--- src/rtl/sprite_blitter.sv ---
// XOR sprite blitter for a 1bpp framebuffer with 64x32 and 128x64 modes.
// One sprite row per pass: fetch bytes, shift into a 2-word span, read-XOR-write.
module sprite_blitter #(
  parameter int FB_WORDS = 512
) (
  input  logic        clk,
  input  logic        res,
  input  logic        start,
  input  logic        hires,
  input  logic [6:0]  pos_x,
  input  logic [5:0]  pos_y,
  input  logic [3:0]  rows,
  input  logic [11:0] sprite_base,
  output logic [11:0] mem_addr,
  input  logic [7:0]  mem_rdata,
  output logic [8:0]  fb_addr,
  input  logic [15:0] fb_rdata,
  output logic [15:0] fb_wdata,
  output logic        fb_we,
  output logic        busy,
  output logic        done,
  output logic        collision
);

  typedef enum logic [3:0] {
    IDLE, FETCH_HI, FETCH_LO, LATCH,
    RD0, WR0, RD1, WR1, DONE
  } state_t;

  state_t state, state_nx;

  logic        hr;
  logic        wide;
  logic [6:0]  x_r;
  logic [5:0]  y_r;
  logic [4:0]  left;
  logic [7:0]  hi_byte;
  logic [31:0] span;

  logic [4:0]  h_in;
  logic        last_row;
  logic        b_on;
  logic        go_b;
  logic [15:0] word_a;
  logic [15:0] word_b;
  logic [8:0]  addr_a;
  logic [8:0]  addr_b;
  logic [15:0] row16;

  assign h_in = (hires && rows == 4'd0) ? 5'd16 : {1'b0, rows};
  assign last_row = (left == 5'd1) ||
                    (hr ? (y_r == 6'd63) : (y_r[4:0] == 5'd31));
  assign b_on = hr ? (x_r[6:4] != 3'd7) : (x_r[5:4] != 2'd3);
  assign word_a = span[31:16];
  assign word_b = span[15:0];
  assign go_b = (word_b != 16'd0) && b_on;
  assign addr_a = hr ? {y_r, x_r[6:4]}
                     : {2'b00, y_r[4:0], x_r[5:4]};
  assign addr_b = addr_a + 9'd1;
  assign row16 = wide ? {hi_byte, mem_rdata} : {mem_rdata, 8'h00};

  always_ff @(posedge clk) begin
    if (res) state <= IDLE;
    else     state <= state_nx;
  end

  always_comb begin
    state_nx = state;
    unique case (state)
      IDLE:     if (start) state_nx = (h_in == 5'd0) ? DONE : FETCH_HI;
      FETCH_HI: state_nx = wide ? FETCH_LO : LATCH;
      FETCH_LO: state_nx = LATCH;
      LATCH:    state_nx = RD0;
      RD0:      state_nx = WR0;
      WR0: begin
        if (go_b)          state_nx = RD1;
        else if (last_row) state_nx = DONE;
        else               state_nx = FETCH_HI;
      end
      RD1:      state_nx = WR1;
      WR1:      state_nx = last_row ? DONE : FETCH_HI;
      DONE:     state_nx = IDLE;
      default:  state_nx = IDLE;
    endcase
  end

  always_comb begin
    busy     = (state != IDLE);
    done     = 1'b0;
    fb_we    = 1'b0;
    fb_addr  = 9'd0;
    fb_wdata = 16'd0;
    unique case (state)
      RD0: fb_addr = addr_a;
      WR0: begin
        fb_addr  = addr_a;
        fb_wdata = fb_rdata ^ word_a;
        fb_we    = ({23'd0, addr_a} < 32'(FB_WORDS));
      end
      RD1: fb_addr = addr_b;
      WR1: begin
        fb_addr  = addr_b;
        fb_wdata = fb_rdata ^ word_b;
        fb_we    = ({23'd0, addr_b} < 32'(FB_WORDS));
      end
      DONE:    done = 1'b1;
      default: ;
    endcase
  end

  // mem_addr ends each row at its last byte, so +1 steps to the next row.
  always_ff @(posedge clk) begin
    if (res) begin
      hr        <= 1'b0;
      wide      <= 1'b0;
      x_r       <= '0;
      y_r       <= '0;
      left      <= '0;
      hi_byte   <= '0;
      span      <= '0;
      mem_addr  <= '0;
      collision <= 1'b0;
    end else begin
      unique case (state)
        IDLE: if (start) begin
          hr        <= hires;
          wide      <= hires && (rows == 4'd0);
          x_r       <= hires ? pos_x : {1'b0, pos_x[5:0]};
          y_r       <= hires ? pos_y : {1'b0, pos_y[4:0]};
          left      <= h_in;
          mem_addr  <= sprite_base;
          collision <= 1'b0;
        end
        FETCH_HI: if (wide) mem_addr <= mem_addr + 12'd1;
        FETCH_LO: hi_byte <= mem_rdata;
        LATCH:    span <= {row16, 16'h0000} >> x_r[3:0];
        WR0: begin
          if ((fb_rdata & word_a) != 16'd0) collision <= 1'b1;
          if (!go_b && !last_row) begin
            y_r      <= y_r + 6'd1;
            left     <= left - 5'd1;
            mem_addr <= mem_addr + 12'd1;
          end
        end
        WR1: begin
          if ((fb_rdata & word_b) != 16'd0) collision <= 1'b1;
          if (!last_row) begin
            y_r      <= y_r + 6'd1;
            left     <= left - 5'd1;
            mem_addr <= mem_addr + 12'd1;
          end
        end
        default: ;
      endcase
    end
  end

endmodule
--- config.mk ---
export PLATFORM = sky130hd
export DESIGN_NAME = sprite_blitter
export DESIGN_NICKNAME = d
export VERILOG_FILES = /design/src/rtl/sprite_blitter.sv
export SDC_FILE = /design/constraint.sdc
export NUM_CORES = 1
export LEC_CHECK = 0
export ABC_AREA = 1
export CAP_MARGIN = 40
export CORE_ASPECT_RATIO = 1.1
export CORE_MARGIN = 3
export CORE_UTILIZATION = 40
export CTS_BUF_LIST = sky130_fd_sc_hd__clkbuf_2 sky130_fd_sc_hd__clkbuf_4 sky130_fd_sc_hd__clkbuf_8
export DETAILED_ROUTE_END_ITERATION = 12
export PLACE_DENSITY = 0.72
export SLEW_MARGIN = 15
export SYNTH_ARGS = -nofsm -noshare
export SYNTH_HDL_FRONTEND = slang
export SYNTH_SLANG_ARGS = --single-unit
--- constraint.sdc ---
create_clock -name clk -period 2.2 [get_ports clk]
set_input_delay 0.22 -clock clk [delete_from_list [all_inputs] [get_ports clk]]
set_output_delay 0.22 -clock clk [all_outputs]
set_load 0.02 [all_outputs]
==> results.md, run 1 <==
- VDD IR-drop max: 304 uV
- Die Y-Extent: 127 um
- CP max-delay cell: dfxtp_4
- Tightest Pin Transition: 0.672 ns
- Number of enable flip-flop cells after synthesis: 0
- Routed vias/inst: 5.30
- Setup TNS: 0 ns
- Synth Area in Compound Gates: 0.156
- Nets: 1063
- Initial Util: 0.417
- Share of cells above drive strength 1: 0.117
- Fill cells: 1333
- Crit path arrival time: 1.93 ns
- Longest Clk Path Bufs: 2
- Post-Place Worst Slack: 0.00889 ns
- Worst Hold Depth: 2
- Asr flop ratio synth: 0
- Drt wl/cell: 14.0 um
- Post-synth top area cell: dfxtp_1
- Unique masters post-synth: 42
- Total Routed Length: 16.3 mm
- Clk_lat worst skew: 0.37 ns
- Number of global-route vias before repair: 5746
- Total power: 4.89 mW
- Seq/Total Area, Yosys: 0.283
- PortBufs: 97
- Crit path max-delay family: simple AND/OR/NAND/NOR gates
- R2r endpoint: y_r[0]
- CP Cell Sequence: inv_2 > or2_2 > o21ai_0 > inv_1 > nand2_1 > nand2_1 > nand2_1 > nand2_1 > inv_1 > clkdlybuf4s15_2
- Final Hold Violating Endpoints: 0
- Setup WS post-layout: 0.0544 ns
- Max frequency: 0.466 GHz
- Largest family of logic cells by synthesized area: simple AND/OR/NAND/NOR gates
- Worst r2r path cells: 13
- Simple-gate share of the synthesized area: 0.435
- Post-Syn Area per Cell: 5.93 um^2
- Crit path max fanout: 6
- Post-Syn Instances: 905
- Grt total ovfl: 0
- Final min period: 2.15 ns
- Overall fraction of global-route tracks in use: 0.226
- Die ar.: 0.0148 mm^2
- Beginning of the worst hold path: hi_byte[7]
- Final Core Density: 0.528
- Clock buffer count from CTS: 9
- HPWL Detailed: 12.3 mm
- I/O pins: 98
- Antenna viol nets, final: 0
- CTS tree: yes
- Core region area: 0.0129 mm^2
- Post-CTS setup buffer count: 0
- Final setup fails: 0
- Relative slew slack: 0.551
- RSZ-0062 raised after global routing: yes
- Adder-cell share of the synthesized area: 0.0140
- Placed cell count: 1145
- Initial DRC Count: 500
- CP startpoint kind: flop
- Syn Nets: 968
- Post-route cell area: 0.00679 mm^2
- Antenna violations before repair: 0
- R2R setup slack: 0.26 ns
- Site Rows: 43
- Reg-to-Reg Start: y_r[0]
- Synth warnings: 0
- Pwr per Cell Area: 720 mW/mm^2
- Share of the synthesized area in the top cell type: 0.283
- Syn Std Cell Area: 0.00537 mm^2
- Sink Count: 76
- Xor and xnor area share after synthesis: 0.0261
- Drt pass-1 iters: 5
- Fin Clk Skew: 0.00688 ns
- Hold_ws: 0.454 ns
- Critical path type: flop to output port
- Buf+Inv Stages, Crit Path: 4
- Yosys reg bits: 76
- Crit path top cell by count: nand2_1
- Period utilization: 0.975
- Largest net degree at the start of global routing: 39
- CTS H-tree depth: 3
- Final std cells w/o fill: 1162
- First-pass GRT wire length: 27.3 mm
- Top FF cell, synth: dfxtp_1
- Area Growth Syn to Fin: 26.5%
- Largest cells by area after synthesis: dfxtp_1, nand2_1, nand3_1, nor2_1, o21ai_0
- Final Max Tran Viols: 0
- Final GP Congestion: 0.907
- Worst Hold Class: flop to flop
- ANT cells: 0
- Status: complete, no violations
- Root Buffer: clkbuf_8
- # DRC: 0
- Maxcap violations: 0
- Required time worst endpoint: 1.98 ns
- Placed instance area: 0.00655 mm^2
- Die width: 116 um
- Clock-pin slew on the worst setup and hold paths: 0.08 ns
- Max incr delay on CP: 0.39 ns
- Via count: 6155
- Hold Path Sink: hi_byte[7]
- Mux share of post-synthesis cell area: 0
- Pleak: 2.99 nW
- Crit end category: output port
-- sequential cells by signal (all words and copies together), names as in the netlist --
name       cells
span          31
mem_addr      12
hi_byte        8
x_r            7
y_r            6
left           5
state          4
collision      1
hr             1
wide           1
-- cell usage in the layout, fill, tap and decap left out, types with 7 or more instances in the layout --
cell and instances:
o21ai_1 8, buf_4 30, o21ai_0 67, buf_2 13
xor2_1 14, nand3_1 110, nand2_1 252, clkdlybuf4s50_1 70
a21oi_1 45, inv_1 56, or2_2 14, nor2_1 130
a31oi_1 7, o211ai_1 7, nand4_1 10, clkbuf_8 12
dfxtp_1 73
-- report_power, final --
group | switching [mW] | leakage (nW) | internal, mW | total, mW
clock | 0.540 | 0.122 | 0.728 | 1.27
sequential | 0.182 | 0.622 | 1.55 | 1.73
combinational | 1.15 | 2.24 | 0.732 | 1.89
-- repair_timing --
action,in CTS,in global routing
endpoints found under the setup margin,25,27
resized for setup,67,41
endpoints found under the hold margin,0,0
pin swaps,0,2
cloned,0,1
hold buffers,0,0
-- final cells by class --
cell class                 instances  area, um^2  area share
tap                              157         196      0.0289
sequential                        76        1530       0.225
multi-input combinational        721        3450       0.508
inverter                          65         246      0.0363
clock buffer                      12         165      0.0243
timing repair buffer             127        1140       0.167
clock inverter                     4        70.1      0.0103
-- layer usage --
layer | vias up | part of all wire | track usage | wire length, um
met2 | 186 | 0.48 | 0.376 | 7860
met5 | - | 0 | 0 | 0
met4 | 0 | 0.024 | 0.0771 | 384
met3 | 26 | 0.053 | 0.0393 | 870
li1 | 3155 | - | - | -
met1 | 2788 | 0.44 | 0.294 | 7190
-- worst max path at each step --
stage	start	endpoint	cells after the start
after floorplan	state[2]	fb_wdata[12]	10
after global placement	hr	fb_addr[7]	9
after detailed placement	hr	fb_addr[7]	9
after CTS	state[2]	fb_wdata[5]	10
after global routing	hr	fb_addr[6]	10
final	hr	fb_addr[6]	10
-- worst reg2reg max path: cells and delay by family, from the launching register on --
kind	cells	cell delay, ns
and+or+nand+nor	8	0.79
adders and majority gates	2	0.37
AOI/OAI and AO/OA	1	0.08
DFF	1	0.32
buffers and inverters	2	0.30
-- cells in the mapped netlist, types with 4 or more instances --
master	n
a21oi_1	46
a31oi_1	7
buf_1	7
buf_2	17
buf_4	4
clkbuf_1	12
dfxtp_1	76
ha_1	6
inv_1	56
inv_2	7
nand2_1	254
nand3_1	111
nand3_2	4
nand4_1	10
nor2_1	131
nor2_2	6
o211ai_1	7
o21ai_0	70
o21ai_1	12
or2_2	14
xor2_1	14
-- cell families (layout without fill, tap and decap cells) --
family | Yosys count | count (layout)
simple gates | 544 | 544
compound gates | 155 | 155
buf+inv | 108 | 208
flops | 76 | 76
xor+xnor | 16 | 16
fa+ha+maj | 6 | 6
Power figures use the tool's default switching activity.
==> run 2: changes to the inputs <==
--- a/config.mk
+++ b/config.mk
@@ -8,10 +8,10 @@
 export ABC_AREA = 1
 export CAP_MARGIN = 40
 export CORE_ASPECT_RATIO = 1.1
-export CORE_MARGIN = 3
 export CORE_UTILIZATION = 40
 export CTS_BUF_LIST = sky130_fd_sc_hd__clkbuf_2 sky130_fd_sc_hd__clkbuf_4 sky130_fd_sc_hd__clkbuf_8
 export DETAILED_ROUTE_END_ITERATION = 12
+export HOLD_SLACK_MARGIN = 0.05
 export PLACE_DENSITY = 0.72
 export SLEW_MARGIN = 15
 export SYNTH_ARGS = -nofsm -noshare
==> run 2 against run 1 <==
Effect of this change:
- worst setup slack gained 0.063 ns
- die area decreased by 6.5%
- hold slack lost 0.00079 ns
- register-to-register slack lost 0.08 ns
- power is 0.36% higher
- sequential power hardly changed
- critical path depth did not move
- via count increased by 1.1%
- flip-flop and latch count did not move
- clock-buffer cell count increased by 1
- first-iteration DRC count increased by 6.6%
==> results.md, run 2 (synthesis results as in run 1) <==
- Crit path max fanout: 21 (was 6)
- Core region area: 0.0132 mm^2 (was 0.0129 mm^2)
- Via count: 6220 (was 6155)
- Die ar.: 0.0139 mm^2 (was 0.0148 mm^2)
- Drt wl/cell: 13.8 um (was 14.0 um)
- Maxcap violations: 0 (unchanged)
- Routed vias/inst: 5.33 (was 5.30)
- Initial Util: 0.408 (was 0.417)
- Final Core Density: 0.519 (was 0.528)
- Antenna viol nets, final: 0 (unchanged)
- PortBufs: 97 (unchanged)
- Grt total ovfl: 0 (unchanged)
- Post-route cell area: 0.00682 mm^2 (was 0.00679 mm^2)
- Final Hold Violating Endpoints: 0 (unchanged)
- Most frequent cells in the layout: nand2_1, nor2_1, nand3_1 (unchanged)
- Final GP Congestion: 0.935 (was 0.907)
- Critical path type: flop to output port (unchanged)
- Hold-fix buffers, CTS: 0 (unchanged)
- Die width: 112 um (was 116 um)
- Commonest non-fill, non-tap cell in the layout: nand2_1 (unchanged)
- Clock buffer count from CTS: 9 (unchanged)
- CTS H-tree depth: 3 (unchanged)
- Met3 global-route usage: 0.0446 (was 0.0393)
- Number of global-route vias before repair: 5614 (was 5746)
- Relative slew slack: 0.531 (was 0.551)
- Placed instance area: 0.00656 mm^2 (was 0.00655 mm^2)
- Total Routed Length: 16.1 mm (was 16.3 mm)
- Met2 usage: 0.413 (was 0.376)
- Worst Hold Class: input port to flop (was flop to flop)
- Final Max Tran Viols: 0 (unchanged)
- Initial DRC Count: 533 (was 500)
- ANT cells: 0 (unchanged)
- Sink Count: 76 (unchanged)
- Fill cells: 1369 (was 1333)
- Longest Clk Path Bufs: 2 (unchanged)
- Root Buffer: clkbuf_8 (unchanged)
- Period utilization: 0.947 (was 0.975)
- Clock-pin slew on the worst setup and hold paths: 0.08 ns (about the same)
- Final setup fails: 0 (unchanged)
- Status: complete, no violations (unchanged)
- RSZ-0062 raised after global routing: yes (unchanged)
- Die Y-Extent: 123 um (was 127 um)
- Drt pass-1 iters: 6 (was 5)
- Hold_ws: 0.453 ns (was 0.454 ns)
- VDD IR-drop max: 315 uV (was 304 uV)
- Site Rows: 44 (was 43)
- Grt met1 use: 0.303 (was 0.294)
- Pwr per Cell Area: 719 mW/mm^2 (was 720 mW/mm^2)
- Crit end category: output port (unchanged)
- HPWL Detailed: 12.1 mm (was 12.3 mm)
- Required time worst endpoint: 1.98 ns (about the same)
- # DRC: 0 (unchanged)
- Largest register by flop count: span (unchanged)
- Fin Clk Skew: 0.0139 ns (was 0.00688 ns)
- I/O pins: 98 (unchanged)
- Placed cell count: 1150 (was 1145)
- Clk_lat worst skew: 0.37 ns (about the same)
- GRT Max-Usage Layer: met2 (unchanged)
- Crit path arrival time: 1.86 ns (was 1.93 ns)
- Final min period: 2.08 ns (was 2.15 ns)
- Tightest Pin Transition: 0.702 ns (was 0.672 ns)
- Nets: 1064 (was 1063)
- Largest net degree at the start of global routing: 39 (unchanged)
- Max FFs per register: 31 (unchanged)
- Final std cells w/o fill: 1167 (was 1162)
- Overall fraction of global-route tracks in use: 0.241 (was 0.226)
- Share of cells above drive strength 1: 0.123 (was 0.117)
- Biggest regs: span (31), mem_addr (12), hi_byte (8) (unchanged)
- Antenna violations before repair: 0 (unchanged)
- First-pass GRT wire length: 26.6 mm (was 27.3 mm)
- Max frequency: 0.480 GHz (was 0.466 GHz)
- Pleak: 2.96 nW (was 2.99 nW)
- Area Growth Syn to Fin: 27.1% (was 26.5%)
- CTS tree: yes (unchanged)
- CP startpoint kind: flop (unchanged)
[run 2: final cells by class]
| cell class | instances | area [um^2] | share of cell area |
|---|---|---|---|
| clock inverters | 3 | 67.6 | 0.00990 |
| flip-flops and latches | 76 | 1530 | 0.224 |
| repair buffers | 128 | 1150 | 0.169 |
| well taps | 161 | 201 | 0.0295 |
| inverters | 65 | 246 | 0.0361 |
| clock buffers | 13 | 173 | 0.0253 |
| multi-input cells | 721 | 3460 | 0.507 |
[run 2: layer usage]
layer  part of all wire  vias to the layer above
met1               0.44                     2825
met2               0.48                      204
met4              0.021                        0
met3              0.058                       31
li1                   -                     3160
met5                  0                        -
[run 2: path summary, 6_finish.rpt]
path / start / to / slack (ns) / cells past startpoint
max reg2reg: y_r[0] / y_r[0] / 0.18 / 13
min: pos_x[6] / x_r[6] / 0.45 / 3
max: state[2] / fb_wdata[14] / 0.12 / 10
min reg2reg: collision / collision / 0.45 / 2
[run 2: repair_timing]
action                     4_1_cts  5_1_grt
setup endpoints to repair       25       35
pin swaps                        0        3
buffers inserted                 0        1
resized for setup               64       39
[run 2: through the flow]
| stage | total power, mW | TNS (ns) | setup WS [ns] |
|---|---|---|---|
| 4_1_cts | 4.90 | 0 | 0.00201 |
| 3_3_place_gp | 3.59 | 0 | 0.0734 |
| 6_report | 4.91 | 0 | 0.118 |
| 3_5_place_dp | 3.61 | 0 | 0.0420 |
| 2_1_floorplan | 2.99 | 0 | 0.455 |
| 5_1_grt | 5.27 | -0.0544 | -0.0263 |
[run 2: critical path: stages, from the launching register on]
cell,delay [ns]
dfxtp_2,0.34
inv_2,0.03
nor2_2,0.10
inv_2,0.06
nor2_4,0.10
buf_12,0.15
inv_4,0.09
o21ai_2,0.13
xor2_1,0.17
nor2_1,0.06
clkdlybuf4s15_2,0.25
[run 2: report_power, final]
group	internal (mW)	total, mW	switching, mW
clock network	0.745	1.27	0.527
registers	1.55	1.74	0.182
logic	0.736	1.90	1.16
==> run 3: changes to the inputs <==
--- a/config.mk
+++ b/config.mk
@@ -11,8 +11,8 @@
 export CORE_UTILIZATION = 40
 export CTS_BUF_LIST = sky130_fd_sc_hd__clkbuf_2 sky130_fd_sc_hd__clkbuf_4 sky130_fd_sc_hd__clkbuf_8
 export DETAILED_ROUTE_END_ITERATION = 12
-export HOLD_SLACK_MARGIN = 0.05
-export PLACE_DENSITY = 0.72
+export HOLD_SLACK_MARGIN = 0.06
+export PLACE_DENSITY = 0.74
 export SLEW_MARGIN = 15
 export SYNTH_ARGS = -nofsm -noshare
 export SYNTH_HDL_FRONTEND = slang
==> constraint.sdc (replaced) <==
create_clock -name clk -period 1.8 [get_ports clk]
set_input_delay 0.18 -clock clk [delete_from_list [all_inputs] [get_ports clk]]
set_output_delay 0.18 -clock clk [all_outputs]
set_load 0.02 [all_outputs]
==> run 3 against run 2 <==
Effect of this change:
- the flow now finishes with violations (setup timing)
- final cell count up 3.9%
- sequential share of layout area down 2.3 points
- combinational power up 56%
- first-iteration DRC count up 18%
- flip-flop and latch count unchanged
- register-to-register slack worse by 0.22 ns
- final area up 12%
- sequential power up 23%
- largest cell class unchanged
==> results.md, run 3 (synthesis results as in run 1) <==
- Clock buffer count from CTS: 9 (unchanged)
- Relative slew slack: 0.652 (was 0.531)
- Die ar.: 0.0139 mm^2 (unchanged)
- CP startpoint kind: flop (unchanged)
- Tightest Pin Transition: 0.522 ns (was 0.702 ns)
- CTS H-tree depth: 3 (unchanged)
- Longest Clk Path Bufs: 2 (unchanged)
- Antenna viol nets, final: 0 (unchanged)
- VDD IR-drop max: 477 uV (was 315 uV)
- Pwr per Cell Area: 867 mW/mm^2 (was 719 mW/mm^2)
- Crit path max fanout: 13 (was 21)
- CTS tree: yes (unchanged)
- Violated checks: setup timing
- Final Hold Violating Endpoints: 0 (unchanged)
- Core region area: 0.0132 mm^2 (unchanged)
- Required time worst endpoint: 1.62 ns (was 1.98 ns)
- First-pass GRT wire length: 28.6 mm (was 26.6 mm)
- Maxcap violations: 0 (unchanged)
- Max incr delay on CP: 0.34 ns (about the same)
- Period utilization: 1.10
- Share of cells above drive strength 1: 0.223 (was 0.123)
- Buf+Inv Stages, Crit Path: 5 (unchanged)
- Final Max Tran Viols: 0 (unchanged)
- Status: finished, violations left (was complete, no violations)
- Nets: 1110 (was 1064)
- Most frequent cells in the layout: nand2_1, nor2_1, nand3_1 (unchanged)
- Pleak: 3.24 nW (was 2.96 nW)
- Clk_lat worst skew: 0.36 ns (was 0.37 ns)
- Max frequency: 0.504 GHz
- CP Cell Sequence: inv_2 > nor2_4 > inv_2 > nor2_4 > buf_12 > inv_8 > o21ai_4 > xor2_1 > nor2_1 > buf_4 (was inv_2 > nor2_2 > inv_2 > nor2_4 > buf_12 > inv_4 > o21ai_2 > xor2_1 > nor2_1 > clkdlybuf4s15_2)
- Overall fraction of global-route tracks in use: 0.257 (was 0.241)
- Drt wl/cell: 14.5 um (was 13.8 um)
- Largest net degree at the start of global routing: 25 (was 39)
- Final setup fails: 30 (was 0)
- Routed vias/inst: 5.38 (was 5.33)
- Die width: 112 um (unchanged)
- Final GP Congestion: 0.934 (was 0.935)
- # DRC: 0 (unchanged)
- Worst Hold Class: input port to flop (unchanged)
- Fin Clk Skew: 0.00588 ns (was 0.0139 ns)
- Crit end category: output port (unchanged)
- Antenna violations before repair: 0 (unchanged)
- I/O pins: 98 (unchanged)
- Initial Util: 0.408 (unchanged)
- Commonest non-fill, non-tap cell in the layout: nand2_1 (unchanged)
- Final Core Density: 0.580 (was 0.519)
- Initial DRC Count: 631 (was 533)
- Crit path arrival time: 1.80 ns (was 1.86 ns)
- Site Rows: 44 (unchanged)
- Drt pass-1 iters: 6 (unchanged)
- Setup WS post-layout: -0.185 ns (was 0.118 ns)
- RSZ-0062 raised after global routing: yes (unchanged)
- PortBufs: 97 (unchanged)
- Number of global-route vias before repair: 6024 (was 5614)
- Grt total ovfl: 0 (unchanged)
- Setup TNS: -3.26 ns (was 0 ns)
- HPWL Detailed: 12.4 mm (was 12.1 mm)
- Crit path max-delay family: buffers and inverters (unchanged)
- Final min period: 1.98 ns
- Biggest regs: span (31), mem_addr (12), hi_byte (8) (unchanged)
- Area Growth Syn to Fin: 42.1% (was 27.1%)
- Largest register by flop count: span (unchanged)
- Critical path type: flop to output port (unchanged)
- Total Routed Length: 17.6 mm (was 16.1 mm)
- Max FFs per register: 31 (unchanged)
- Die Y-Extent: 123 um (unchanged)
- Root Buffer: clkbuf_8 (unchanged)
- Via count: 6532 (was 6220)
- ANT cells: 0 (unchanged)
- CP max-delay cell: dfxtp_2 (unchanged)
- Clock-pin slew on the worst setup and hold paths: 0.08 ns (about the same)
- Sink Count: 76 (unchanged)
run 3: cell count changes in the layout (fill, tap and decap cells not counted), moves of 6 or more:
cell	change
buf_4	+50
o21ai_0	-15
nor2_1	-13
nand2_1	-12
or2_2	-12
or2_4	+12
nor2_4	+11
o21ai_2	+10
buf_6	+9
inv_1	-9
clkbuf_2	-7
nand2_2	+7
nand2_4	+6
run 3: report_power, final:
group	total (mW)	switching [mW]	internal (mW)	leakage, nW
clock	1.51	0.673	0.839	0.110
combinational	2.96	1.70	1.25	2.51
sequential	2.14	0.239	1.90	0.624
run 3: final timing paths:
check                 start           to  cells past startpoint  slack [ns]
setup / recovery   state[2]  fb_wdata[6]                     10       -0.18
hold / removal     pos_x[1]       x_r[1]                      3        0.43
setup reg to reg     y_r[1]       y_r[2]                     14       -0.04
hold reg to reg   collision    collision                      2        0.46
run 3: area by class of cell:
| cell class | count | area, um^2 |
|---|---|---|
| repair buffers | 173 | 1590 |
| fillers | 1209 | 5530 |
| clock inverters | 5 | 83.8 |
| clock buffers | 11 | 145 |
| flip-flops and latches | 76 | 1530 |
| well taps | 161 | 201 |
| multi-input cells | 722 | 3810 |
| inverters | 65 | 268 |
run 3: timing repair:
item,CTS,global route
gates resized for setup,223,71
pin swaps,34,28
gates cloned,3,1
hold buffers,0,0
endpoints found under the setup margin,51,55
setup buffers,6,8
run 3: worst min-delay path: cells and delay by family:
kind                   cells  cell delay (ns)
buffers and inverters      1             0.39
AO/OA/AOI/OAI              2             0.19
run 3: routing by layer:
layer,vias to the layer above,track usage,part of all wire,routed length (um)
met5,-,0,0,0
met4,0,0.103,0.027,480
met3,47,0.0461,0.055,958
met2,232,0.451,0.49,8670
met1,3005,0.312,0.42,7460
li1,3248,-,-,-
run 3: metrics by stage:
| stage | area (um^2) | hold WS (ns) | cells | worst slack [ns] | power (mW) |
|---|---|---|---|---|---|
| final | 7630 | 0.432 | 1213 | -0.185 | 6.61 |
| after floorplan | 5370 | 0.327 | 905 | 0.0765 | 3.65 |
| after global placement | 6850 | 0.434 | 1181 | -0.291 | 4.52 |
| after CTS | 7420 | 0.429 | 1206 | -0.219 | 6.35 |
| after global routing | 7630 | 0.463 | 1213 | -0.284 | 7.04 |
| after detailed placement | 6850 | 0.437 | 1181 | -0.343 | 4.55 |
